--- config.mk ---
export PLATFORM = sky130hd
export DESIGN_NAME = if_id_stall_ctrl
export DESIGN_NICKNAME = d
export VERILOG_FILES = /design/src/rtl/rv32i_pipe_pkg.sv /design/src/rtl/if_id_stall_ctrl_watchdog.sv /design/src/rtl/if_id_stall_ctrl.sv
export SDC_FILE = /design/constraint.sdc
export NUM_CORES = 1
export LEC_CHECK = 0
export ABC_AREA = 1
export BUFFER_PORTS_ARGS = -buffer_cell sky130_fd_sc_hd__buf_2
export CAP_MARGIN = 20
export CORE_ASPECT_RATIO = 1.1
export CORE_MARGIN = 2
export CORE_UTILIZATION = 45
export CTS_CLUSTER_DIAMETER = 80
export DETAILED_ROUTE_END_ITERATION = 7
export GPL_TIMING_DRIVEN = 1
export PLACE_DENSITY = 0.86
export SYNTH_ARGS = -nofsm -noshare
export SYNTH_HDL_FRONTEND = slang
export SYNTH_HIERARCHICAL = 1
export SYNTH_SLANG_ARGS = --single-unit
--- constraint.sdc ---
create_clock -name clk -period 1.4 [get_ports clk]
set_clock_uncertainty 0.15 [all_clocks]
set_input_delay 0.35 -clock clk [delete_from_list [all_inputs] [get_ports clk]]
set_output_delay 0.35 -clock clk [all_outputs]
set_load 0.005 [all_outputs]
--- src/rtl/rv32i_pipe_pkg.sv ---
// rv32i_pipe_pkg: shared constants, FSM state encodings and sizing helper for the IF/ID stall controller
package rv32i_pipe_pkg;
  localparam int XLEN_DEF = 32;
  localparam logic [31:0] NOP_INSTR = 32'h00000013;
  localparam logic [1:0] ST_RUN = 2'd0;
  localparam logic [1:0] ST_STALL = 2'd1;
  localparam logic [1:0] ST_FLUSHED = 2'd2;
  typedef enum logic [1:0] {
    RUN = ST_RUN,
    STALL = ST_STALL,
    FLUSHED = ST_FLUSHED
  } state_e;
  function automatic int run_len_w(input int max_stall);
    return $clog2(max_stall + 2);
  endfunction
endpackage

--- src/rtl/if_id_stall_ctrl_watchdog.sv ---
// stall_watchdog: counts consecutive stall cycles and raises a sticky deadlock flag when a stall outlives MAX_STALL_CYCLES
module stall_watchdog
  import rv32i_pipe_pkg::*;
#(
  parameter int MAX_STALL_CYCLES = 3
) (
  input  logic clk,
  input  logic rst_n,
  input  logic i_stall,
  input  logic i_flush,
  output logic o_deadlock
);
  localparam int RW = run_len_w(MAX_STALL_CYCLES);
  localparam logic [RW-1:0] LIM = RW'(MAX_STALL_CYCLES);
  localparam logic [RW-1:0] SAT = RW'(MAX_STALL_CYCLES + 1);
  logic [RW-1:0] r_run;
  logic [RW-1:0] w_run_nxt;
  logic          r_deadlock;
  // run length grows only on a real (unflushed) stall and saturates one past the limit
  always_comb
    w_run_nxt = (i_stall & ~i_flush) ? ((r_run == SAT) ? r_run : r_run + RW'(1)) : '0;
  // run-length register and sticky deadlock flag; only reset clears the flag
  always_ff @(posedge clk or negedge rst_n) begin
    if (!rst_n) begin
      r_run      <= '0;
      r_deadlock <= 1'b0;
    end else begin
      r_run <= w_run_nxt;
      if ((r_run == LIM) && i_stall) r_deadlock <= 1'b1;
    end
  end
  assign o_deadlock = r_deadlock;
endmodule

--- src/rtl/if_id_stall_ctrl.sv ---
// if_id_stall_ctrl: IF/ID register with hazard stall, bubble injection and branch flush; perf counters under STALL_PERF_EN
module if_id_stall_ctrl
  import rv32i_pipe_pkg::*;
#(
  parameter int XLEN             = XLEN_DEF,
  parameter int MAX_STALL_CYCLES = 3,
  parameter int CNT_W            = 32
) (
  input  logic             clk,
  input  logic             rst_n,
  input  logic [XLEN-1:0]  pc_F,
  input  logic [XLEN-1:0]  instr_F,
  input  logic             stall_D,
  input  logic             flush_E,
  output logic             pc_en_F,
  output logic [XLEN-1:0]  pc_D,
  output logic [XLEN-1:0]  instr_D,
  output logic             valid_D,
  output logic             bubble_E,
  output logic             deadlock_err,
  output logic [CNT_W-1:0] stall_cnt_o,
  output logic [CNT_W-1:0] flush_cnt_o
);
  state_e          r_state;
  state_e          w_state_nxt;
  logic [XLEN-1:0] r_pc;
  logic [XLEN-1:0] r_instr;
  logic            r_valid;
  logic            w_stall_eff;
  logic            w_stall_cnt_en;
  assign w_stall_eff    = stall_D & r_valid & (r_state != FLUSHED);
  assign w_stall_cnt_en = w_stall_eff & ~flush_E;
  assign pc_en_F        = flush_E | ~w_stall_eff;
  assign bubble_E       = flush_E | w_stall_eff;
  assign pc_D           = r_pc;
  assign instr_D        = r_instr;
  assign valid_D        = r_valid;
  // IF/ID register: flush kills, stall holds, otherwise capture the fetched instruction
  always_ff @(posedge clk or negedge rst_n) begin
    if (!rst_n) begin
      r_pc    <= '0;
      r_instr <= XLEN'(NOP_INSTR);
      r_valid <= 1'b0;
    end else if (flush_E) begin
      r_pc    <= pc_F;
      r_instr <= XLEN'(NOP_INSTR);
      r_valid <= 1'b0;
    end else if (!w_stall_eff) begin
      r_pc    <= pc_F;
      r_instr <= instr_F;
      r_valid <= 1'b1;
    end
  end
  // FSM state register
  always_ff @(posedge clk or negedge rst_n) begin
    if (!rst_n) r_state <= RUN;
    else        r_state <= w_state_nxt;
  end
  // FSM next state: flush dominates; the unused encoding falls back to RUN
  always_comb begin
    w_state_nxt = RUN;
    case (r_state)
      RUN:     w_state_nxt = flush_E ? FLUSHED : (w_stall_eff ? STALL : RUN);
      STALL:   w_state_nxt = flush_E ? FLUSHED : (w_stall_eff ? STALL : RUN);
      FLUSHED: w_state_nxt = flush_E ? FLUSHED : RUN;
      default: w_state_nxt = RUN;
    endcase
  end
  stall_watchdog #(
    .MAX_STALL_CYCLES(MAX_STALL_CYCLES)
  ) u_watchdog (
    .clk       (clk),
    .rst_n     (rst_n),
    .i_stall   (w_stall_eff),
    .i_flush   (flush_E),
    .o_deadlock(deadlock_err)
  );
`ifdef STALL_PERF_EN
  logic [CNT_W-1:0] r_stall_cnt;
  logic [CNT_W-1:0] r_flush_cnt;
  // free-running perf counters, wrapping modulo 2^CNT_W
  always_ff @(posedge clk or negedge rst_n) begin
    if (!rst_n) begin
      r_stall_cnt <= '0;
      r_flush_cnt <= '0;
    end else begin
      if (w_stall_cnt_en) r_stall_cnt <= r_stall_cnt + CNT_W'(1);
      if (flush_E)        r_flush_cnt <= r_flush_cnt + CNT_W'(1);
    end
  end
  assign stall_cnt_o = r_stall_cnt;
  assign flush_cnt_o = r_flush_cnt;
`else
  logic w_unused;
  assign w_unused    = w_stall_cnt_en;
  assign stall_cnt_o = '0;
  assign flush_cnt_o = '0;
`endif
endmodule
==> flow_results.xml, run 1 <==
<?xml version="1.0" encoding="UTF-8"?>
<metrics>
  <group name="routing">
    <metric name="postRouteAntennaNets" unit="">0</metric>
    <metric name="firstDrtPassIters" unit="">5</metric>
    <metric name="remaining_drc_errors" unit="">0</metric>
    <metric name="num_vias" unit="">3103</metric>
    <metric name="avgRoutedWirePerCell" unit="um">13.1</metric>
    <metric name="wirelength" unit="um">8600</metric>
    <metric name="detail_route.iter0.violations" unit="">153</metric>
    <metric name="viasPerCell" unit="">4.74</metric>
  </group>
  <group name="worst_setup_path">
    <metric name="crit_path_cell_trace" unit="">inv_2 -&gt; nand2_4 -&gt; nand2_4 -&gt; nand2_2 -&gt; buf_2</metric>
    <metric name="critical-path-max-stage-delay" unit="ns">0.39</metric>
    <metric name="arrival" unit="ns">1.10</metric>
    <metric name="setup.worst_path.class" unit="">flip-flop to output port</metric>
    <metric name="required" unit="ns">0.90</metric>
    <metric name="critPathSlowestCell" unit="">dfrtp_1</metric>
    <metric name="cp-start-kind" unit="">flip-flop</metric>
    <metric name="cp_common_cell" unit="">nand2_4</metric>
    <metric name="critical_path.n_buffers_inverters" unit="">2</metric>
    <metric name="critical_path_peak_fanout" unit="">3</metric>
    <metric name="critical_path.top_delay_family" unit="">flip-flops</metric>
    <metric name="critPathCaptureType" unit="">output port</metric>
  </group>
  <group name="placement">
    <metric name="detailed_place_hpwl" unit="um">6110</metric>
    <metric name="placed_area" unit="um2">4160</metric>
    <metric name="placed_cells_incl_taps" unit="">620</metric>
    <metric name="io_buffers" unit="">135</metric>
    <metric name="gp_congestion" unit="">0.750</metric>
    <metric name="dpl_worst_slack" unit="ns">0.0134</metric>
  </group>
  <group name="final_layout">
    <metric name="final_cell_area" unit="um2">4580</metric>
    <metric name="fill_cells" unit="">708</metric>
    <metric name="layout.nets" unit="">613</metric>
    <metric name="diodes" unit="">0</metric>
    <metric name="layout-area-overhead-vs-synth" unit="%">22.4</metric>
    <metric name="leading_cell_type_in_the_layout_fill_and_taps_excluded" unit="">buf_2</metric>
    <metric name="final_cell_count_no_fill" unit="">655</metric>
    <metric name="layout_common_cells" unit="">130 x buf_2, 102 x nand2_1, 68 x dfrtp_1, 64 x nand4_1, 64 x conb_1</metric>
    <metric name="drive_gt1_frac" unit="">0.375</metric>
  </group>
  <group name="floorplanning">
    <metric name="effective_utilization_at_floorplan" unit="">0.468</metric>
    <metric name="pin_count" unit="">200</metric>
    <metric name="die_area" unit="um2">9070</metric>
    <metric name="coreArea" unit="um2">8000</metric>
    <metric name="die_width" unit="um">91.0</metric>
    <metric name="die-height" unit="um">99.7</metric>
    <metric name="rows" unit="">34</metric>
  </group>
  <group name="clocking">
    <metric name="clock_path_buffers" unit="">2</metric>
    <metric name="cts.sinks" unit="">71</metric>
    <metric name="cts_inserted_buffers" unit="">9</metric>
    <metric name="tritoncts" unit="">done</metric>
    <metric name="worstSkewPairLatency" unit="ns">0.33</metric>
    <metric name="htreeDepth" unit="">3</metric>
    <metric name="path_clk_slew" unit="ns">0.08</metric>
    <metric name="root_buffer" unit="">clkbuf_8</metric>
  </group>
  <group name="logic_synthesis">
    <metric name="yosysWarningCount" unit="">6</metric>
    <metric name="synthDistinctLibCells" unit="">24</metric>
    <metric name="avgSynthCellArea" unit="um2">9.53</metric>
    <metric name="mappedNetlistArea" unit="um2">3740</metric>
    <metric name="postSynthCellCount" unit="">393</metric>
    <metric name="synth-seq-area-share" unit="">0.475</metric>
    <metric name="ys_seq_elements" unit="">71</metric>
  </group>
  <group name="grt">
    <metric name="grt_use_total" unit="">0.185</metric>
    <metric name="number_of_global_route_vias_before_repair" unit="">2861</metric>
    <metric name="largest_net_degree_at_the_start_of_global_routing" unit="">49</metric>
    <metric name="grt_overflow_total" unit="">0</metric>
    <metric name="grt_first_pass_wirelength" unit="um">13500</metric>
    <metric name="grt_antenna_before_repair" unit="">0</metric>
  </group>
  <group name="worst_hold_path">
    <metric name="min_delay_worst_type" unit="">primary input to flip-flop</metric>
  </group>
  <group name="status">
    <metric name="outcome" unit="">finished, violations left</metric>
    <metric name="violations_in_the_final_reports" unit="">negative setup slack</metric>
  </group>
  <group name="sta">
    <metric name="final.period_utilization" unit="">1.14</metric>
    <metric name="rsz0062_at_grt" unit="">true</metric>
    <metric name="maxSlewViolCount" unit="">0</metric>
    <metric name="final.setup.worst_slack" unit="ns">-0.197</metric>
    <metric name="report.final.hold_viol_count" unit="">0</metric>
    <metric name="fin_crit" unit="ns">1.60</metric>
    <metric name="fmaxAchievable" unit="GHz">0.626</metric>
    <metric name="holdWs" unit="ns">0.0539</metric>
    <metric name="setup_viol_count_final" unit="">6</metric>
  </group>
  <group name="power_and_ir_drop">
    <metric name="p_seq_frac" unit="">0.467</metric>
    <metric name="clockPowerShare" unit="">0.382</metric>
    <metric name="power.switching" unit="uW">1230</metric>
    <metric name="cellLeakagePower" unit="uW">0.00262</metric>
    <metric name="switching_share" unit="">0.254</metric>
    <metric name="internal_power" unit="uW">3600</metric>
    <metric name="power_density_over_the_cells" unit="nW/um2">1050</metric>
    <metric name="peakVddDrop" unit="mV">0.826</metric>
    <metric name="fraction_of_power_consumed_by_combinational_cells" unit="">0.150</metric>
  </group>
  <group name="job">
    <metric name="max_cap_viol" unit="">0</metric>
  </group>
</metrics>
[layer usage]
| metal | GRT usage | up-vias | share of wire |
|---|---|---|---|
| met1 | 0.219 | 1450 | 0.40 |
| met5 | 0 | - | 0 |
| met3 | 0.0538 | 10 | 0.072 |
| li1 | - | 1495 | - |
| met2 | 0.330 | 148 | 0.51 |
| met4 | 0.0455 | 0 | 0.011 |
[path summary, 6_finish.rpt]
path | from | endpoint | slack (ns) | depth (start not counted)
setup / recovery | r_state[0] | bubble_E | -0.20 | 5
hold / removal | pc_F[28] | pc_D[28] | 0.05 | 3
setup reg to reg | valid_D | u_watchdog/r_run[0] | 0.04 | 9
hold reg to reg | u_watchdog/o_deadlock | u_watchdog/o_deadlock | 0.31 | 1
max in group asynchronous | rst_n | instr_D[6] | 0.36 | 3
min in group asynchronous | rst_n | pc_D[29] | 0.28 | 2
[timing repair]
action / 4_1_cts / 5_1_grt
endpoints found under the setup margin: 5 / 49
resized for setup: 9 / 5
setup buffers: 7 / 12
hold buffers: 1 / 0
endpoints found under the hold margin: 32 / 0
pin swaps: 2 / 3
[area by class of cell]
| type | count | area (um2) | share of cell area |
|---|---|---|---|
| Multi-Input combinational cell | 279 | 1340 | 0.293 |
| Sequential cell | 71 | 1780 | 0.388 |
| Tap cell | 108 | 135 | 0.0295 |
| Clock buffer | 11 | 151 | 0.0330 |
| Inverter | 12 | 50.0 | 0.0109 |
| Timing Repair Buffer | 169 | 1040 | 0.227 |
| Clock inverter | 5 | 80.1 | 0.0175 |
[state kept, by name, indices dropped and copies added, names as in the netlist]
| register | flops |
|---|---|
| u_watchdog/o_deadlock | 1 |
| instr_D | 32 |
| r_state | 2 |
| valid_D | 1 |
| pc_D | 32 |
| u_watchdog/r_run | 3 |
[tightest hold or removal path, delay by kind of cell]
family	cells	cell delay [ns]
buffers and inverters	1	0.07
and+or+nand+nor	2	0.08
[power groups by stage]
stage / combinational [uW] / clock [uW] / sequential [uW]
5_1_grt: 811 / 1990 / 2270
3_3_place_gp: 645 / 0 / 2280
4_1_cts: 693 / 1910 / 2250
3_5_place_dp: 665 / 0 / 2290
6_report: 725 / 1840 / 2250
2_1_floorplan: 491 / 0 / 2300
[cell usage after synthesis]
cell / number / share of area
buf_8: 7 / 0.028
nand3_4: 1 / 0.0047
inv_4: 2 / 0.0033
clkbuf_4: 1 / 0.0020
inv_1: 8 / 0.0080
nand4_2: 1 / 0.0033
buf_6: 13 / 0.039
ha_1: 3 / 0.010
nand2_1: 104 / 0.10
nor2_4: 1 / 0.0030
conb_1: 1 / 0.0010
dfrtp_1: 68 / 0.45
nand4_1: 64 / 0.11
inv_2: 2 / 0.0020
buf_4: 69 / 0.14
a21oi_1: 1 / 0.0013
buf_2: 3 / 0.0040
dfstp_2: 3 / 0.021
buf_12: 1 / 0.0053
nand3_1: 33 / 0.044
nand2_4: 2 / 0.0060
or2_2: 3 / 0.0050
a21o_2: 1 / 0.0023
a21oi_2: 1 / 0.0023
[kinds of logic after synthesis]
kind of cell               Yosys count  share of synthesized area
AOI/OAI and AO/OA                    3                    0.00601
other                                1                    0.00100
buffers and inverters              106                      0.230
adders and majority gates            3                     0.0100
and+or+nand+nor                    209                      0.277
DFF                                 71                      0.475
[stage by stage]
step	TNS, ns	utilization	power [uW]
CTS	-0.825	0.561	4850
floorplan	0	-	2790
global placement	0	0.520	2930
finish	-0.773	0.573	4820
global route	-1.22	0.573	5060
detailed placement	0	0.520	2950
No activity file was read; power rests on OpenSTA's default activity.
==> inputs of run 2 (changes only) <==
--- a/config.mk
+++ b/config.mk
@@ -10,11 +10,12 @@
 export CAP_MARGIN = 20
 export CORE_ASPECT_RATIO = 1.1
 export CORE_MARGIN = 2
-export CORE_UTILIZATION = 45
+export CORE_UTILIZATION = 41
 export CTS_CLUSTER_DIAMETER = 80
 export DETAILED_ROUTE_END_ITERATION = 7
 export GPL_TIMING_DRIVEN = 1
-export PLACE_DENSITY = 0.86
+export PLACE_DENSITY = 0.83
+export SKIP_LAST_GASP = 1
 export SYNTH_ARGS = -nofsm -noshare
 export SYNTH_HDL_FRONTEND = slang
 export SYNTH_HIERARCHICAL = 1
==> constraint.sdc (replaced) <==
create_clock -name clk -period 1.45 [get_ports clk]
set_clock_uncertainty 0.15 [all_clocks]
set_input_delay 0.3625 -clock clk [delete_from_list [all_inputs] [get_ports clk]]
set_output_delay 0.3625 -clock clk [all_outputs]
set_load 0.005 [all_outputs]
==> run 2 against run 1 <==
  * The flow still finishes with violations (negative setup slack)
  * First-iteration DRC count down 18%
  * Largest power group unchanged
  * Worst setup slack better by 0.022 ns
  * Flip-flop and latch count unchanged
  * Clock power down 3%
  * Die area up 9.3%
==> flow_results.xml, run 2 (synthesis results as in run 1) <==
<?xml version="1.0" encoding="UTF-8"?>
<metrics>
  <group name="final_layout">
    <metric name="diodes" unit="">0</metric>
    <metric name="final_cell_count_no_fill" unit="">654</metric>
    <metric name="final_core_utilization" unit="">0.511</metric>
    <metric name="layout.nets" unit="">606</metric>
    <metric name="fill_cells" unit="">848</metric>
    <metric name="layout_common_cells" unit="">129 x buf_2, 102 x nand2_1, 68 x dfrtp_1, 64 x nand4_1, 64 x conb_1</metric>
    <metric name="leading_cell_type_in_the_layout_fill_and_taps_excluded" unit="">buf_2</metric>
    <metric name="area.sequential" unit="um2">1780</metric>
    <metric name="final_cell_area" unit="um2">4540</metric>
    <metric name="layout-area-overhead-vs-synth" unit="%">21.2</metric>
    <metric name="multi_input_comb_area" unit="um2">1340</metric>
    <metric name="drive_gt1_frac" unit="">0.367</metric>
  </group>
  <group name="placement">
    <metric name="placed_area" unit="um2">4160</metric>
    <metric name="dpl_worst_slack" unit="ns">0.0187</metric>
    <metric name="placed_cells_incl_taps" unit="">628</metric>
    <metric name="detailed_place_hpwl" unit="um">6200</metric>
    <metric name="gp_congestion" unit="">0.806</metric>
    <metric name="io_buffers" unit="">135</metric>
  </group>
  <group name="grt">
    <metric name="number_of_global_route_vias_before_repair" unit="">2826</metric>
    <metric name="grt_overflow_total" unit="">0</metric>
    <metric name="largest_net_degree_at_the_start_of_global_routing" unit="">53</metric>
    <metric name="grt_antenna_before_repair" unit="">1</metric>
    <metric name="grt_use_total" unit="">0.172</metric>
    <metric name="grt_first_pass_wirelength" unit="um">13300</metric>
  </group>
  <group name="routing">
    <metric name="detail_route.iter0.violations" unit="">126</metric>
    <metric name="remaining_drc_errors" unit="">0</metric>
    <metric name="firstDrtPassIters" unit="">4</metric>
    <metric name="num_vias" unit="">3111</metric>
    <metric name="wirelength" unit="um">8750</metric>
    <metric name="viasPerCell" unit="">4.76</metric>
    <metric name="avgRoutedWirePerCell" unit="um">13.4</metric>
    <metric name="postRouteAntennaNets" unit="">0</metric>
  </group>
  <group name="sta">
    <metric name="maxSlewViolCount" unit="">0</metric>
    <metric name="fin_crit" unit="ns">1.62</metric>
    <metric name="timing.setup.tns" unit="ns">-0.506</metric>
    <metric name="rsz0062_at_grt" unit="">true</metric>
    <metric name="setup_viol_count_final" unit="">6</metric>
    <metric name="report.final.hold_viol_count" unit="">0</metric>
    <metric name="final.setup.worst_slack" unit="ns">-0.175</metric>
    <metric name="fmaxAchievable" unit="GHz">0.615</metric>
    <metric name="final.period_utilization" unit="">1.12</metric>
  </group>
  <group name="clocking">
    <metric name="worstSkewPairLatency" unit="ns">0.34</metric>
    <metric name="clock_path_buffers" unit="">2</metric>
    <metric name="htreeDepth" unit="">3</metric>
    <metric name="cts_inserted_buffers" unit="">9</metric>
    <metric name="root_buffer" unit="">clkbuf_8</metric>
    <metric name="cts.sinks" unit="">71</metric>
    <metric name="tritoncts" unit="">done</metric>
    <metric name="path_clk_slew" unit="ns">0.07</metric>
  </group>
  <group name="status">
    <metric name="outcome" unit="">finished, violations left</metric>
    <metric name="violations_in_the_final_reports" unit="">negative setup slack</metric>
  </group>
  <group name="job">
    <metric name="max_cap_viol" unit="">0</metric>
  </group>
  <group name="floorplanning">
    <metric name="effective_utilization_at_floorplan" unit="">0.422</metric>
    <metric name="die-height" unit="um">104</metric>
    <metric name="rows" unit="">36</metric>
    <metric name="die_area" unit="um2">9920</metric>
    <metric name="pin_count" unit="">200</metric>
    <metric name="coreArea" unit="um2">8870</metric>
    <metric name="die_width" unit="um">95.1</metric>
  </group>
  <group name="power_and_ir_drop">
    <metric name="power_density_over_the_cells" unit="nW/um2">1030</metric>
    <metric name="internal_power" unit="uW">3460</metric>
    <metric name="cellLeakagePower" unit="uW">0.00258</metric>
    <metric name="switching_share" unit="">0.257</metric>
    <metric name="clockPowerShare" unit="">0.385</metric>
    <metric name="fraction_of_power_consumed_by_combinational_cells" unit="">0.147</metric>
    <metric name="p_seq_frac" unit="">0.468</metric>
    <metric name="power.switching" unit="uW">1190</metric>
    <metric name="peakVddDrop" unit="mV">0.456</metric>
  </group>
  <group name="worst_hold_path">
    <metric name="min_delay_worst_type" unit="">primary input to flip-flop</metric>
    <metric name="hold_end" unit="">pc_D[31]</metric>
    <metric name="worstHoldStart" unit="">pc_F[31]</metric>
    <metric name="worst_hold_path_depth" unit="">3</metric>
  </group>
  <group name="worst_setup_path">
    <metric name="arrival" unit="ns">1.11</metric>
    <metric name="cp-start-kind" unit="">flip-flop</metric>
    <metric name="timing.rr.start" unit="">valid_D</metric>
    <metric name="critPathCaptureType" unit="">output port</metric>
    <metric name="r2r_cells" unit="">9</metric>
    <metric name="critical_path_peak_fanout" unit="">3</metric>
    <metric name="reg_to_reg_setup_timing_slack" unit="ns">0.08</metric>
    <metric name="r2r-end" unit="">u_watchdog/r_run[1]</metric>
    <metric name="required" unit="ns">0.94</metric>
    <metric name="setup.worst_path.class" unit="">flip-flop to output port</metric>
  </group>
</metrics>
[run 2: power by group through the flow]
stage	Clock (uW)	Combinational, uW	Sequential [uW]
2_1_floorplan	0	474	2220
3_3_place_gp	0	619	2210
3_5_place_dp	0	639	2210
4_1_cts	1860	671	2180
5_1_grt	1930	765	2190
6_report	1790	682	2180
[run 2: worst max-delay path, cell delays in order (launching register included)]
cell and delay [ns]:
dfrtp_1 0.39, inv_2 0.07, nand2_4 0.07, nand2_4 0.07, nand2_2 0.05, buf_6 0.11
[run 2: area by class of cell]
cell class              count  area share
flip-flops and latches     71       0.392
multi-input cells         279       0.296
repair buffers            162       0.218
clock buffers              11      0.0334
well taps                 114      0.0314
clock inverters             5      0.0176
inverters                  12      0.0110
[run 2: how the worst max path moves through the flow]
stage | start | to | slack (ns) | depth (start not counted)
after CTS | r_state[0] | bubble_E | -0.21 | 5
after global routing | r_state[0] | bubble_E | -0.23 | 5
after floorplan | valid_D | pc_en_F | 0.13 | 4
final | r_state[0] | bubble_E | -0.17 | 5
after detailed placement | stall_D | instr_D[2] | 0.02 | 7
after global placement | stall_D | pc_en_F | 0.03 | 5
[run 2: per-layer routing]
metal	global-route usage	vias up	wire length, um
li1	-	1476	-
met1	0.202	1474	3510
met2	0.292	141	4390
met3	0.0442	18	661
met4	0.0725	2	169
met5	0	-	13
[run 2: what timing repair did]
action	4_1_cts	5_1_grt
gates cloned	0	1
endpoints found under the setup margin	5	66
gates resized for setup	8	6
pin swaps	3	2
hold buffers	1	0
hold endpoints to repair	15	0
setup buffers	8	1
[run 2: stage by stage]
step                      power, uW  hold WS (ns)
final                          4650        0.0591
after global routing           4890        0.0519
after CTS                      4710        0.0337
after detailed placement       2850         0.113
after global placement         2830         0.108
after floorplan                2690       -0.0831
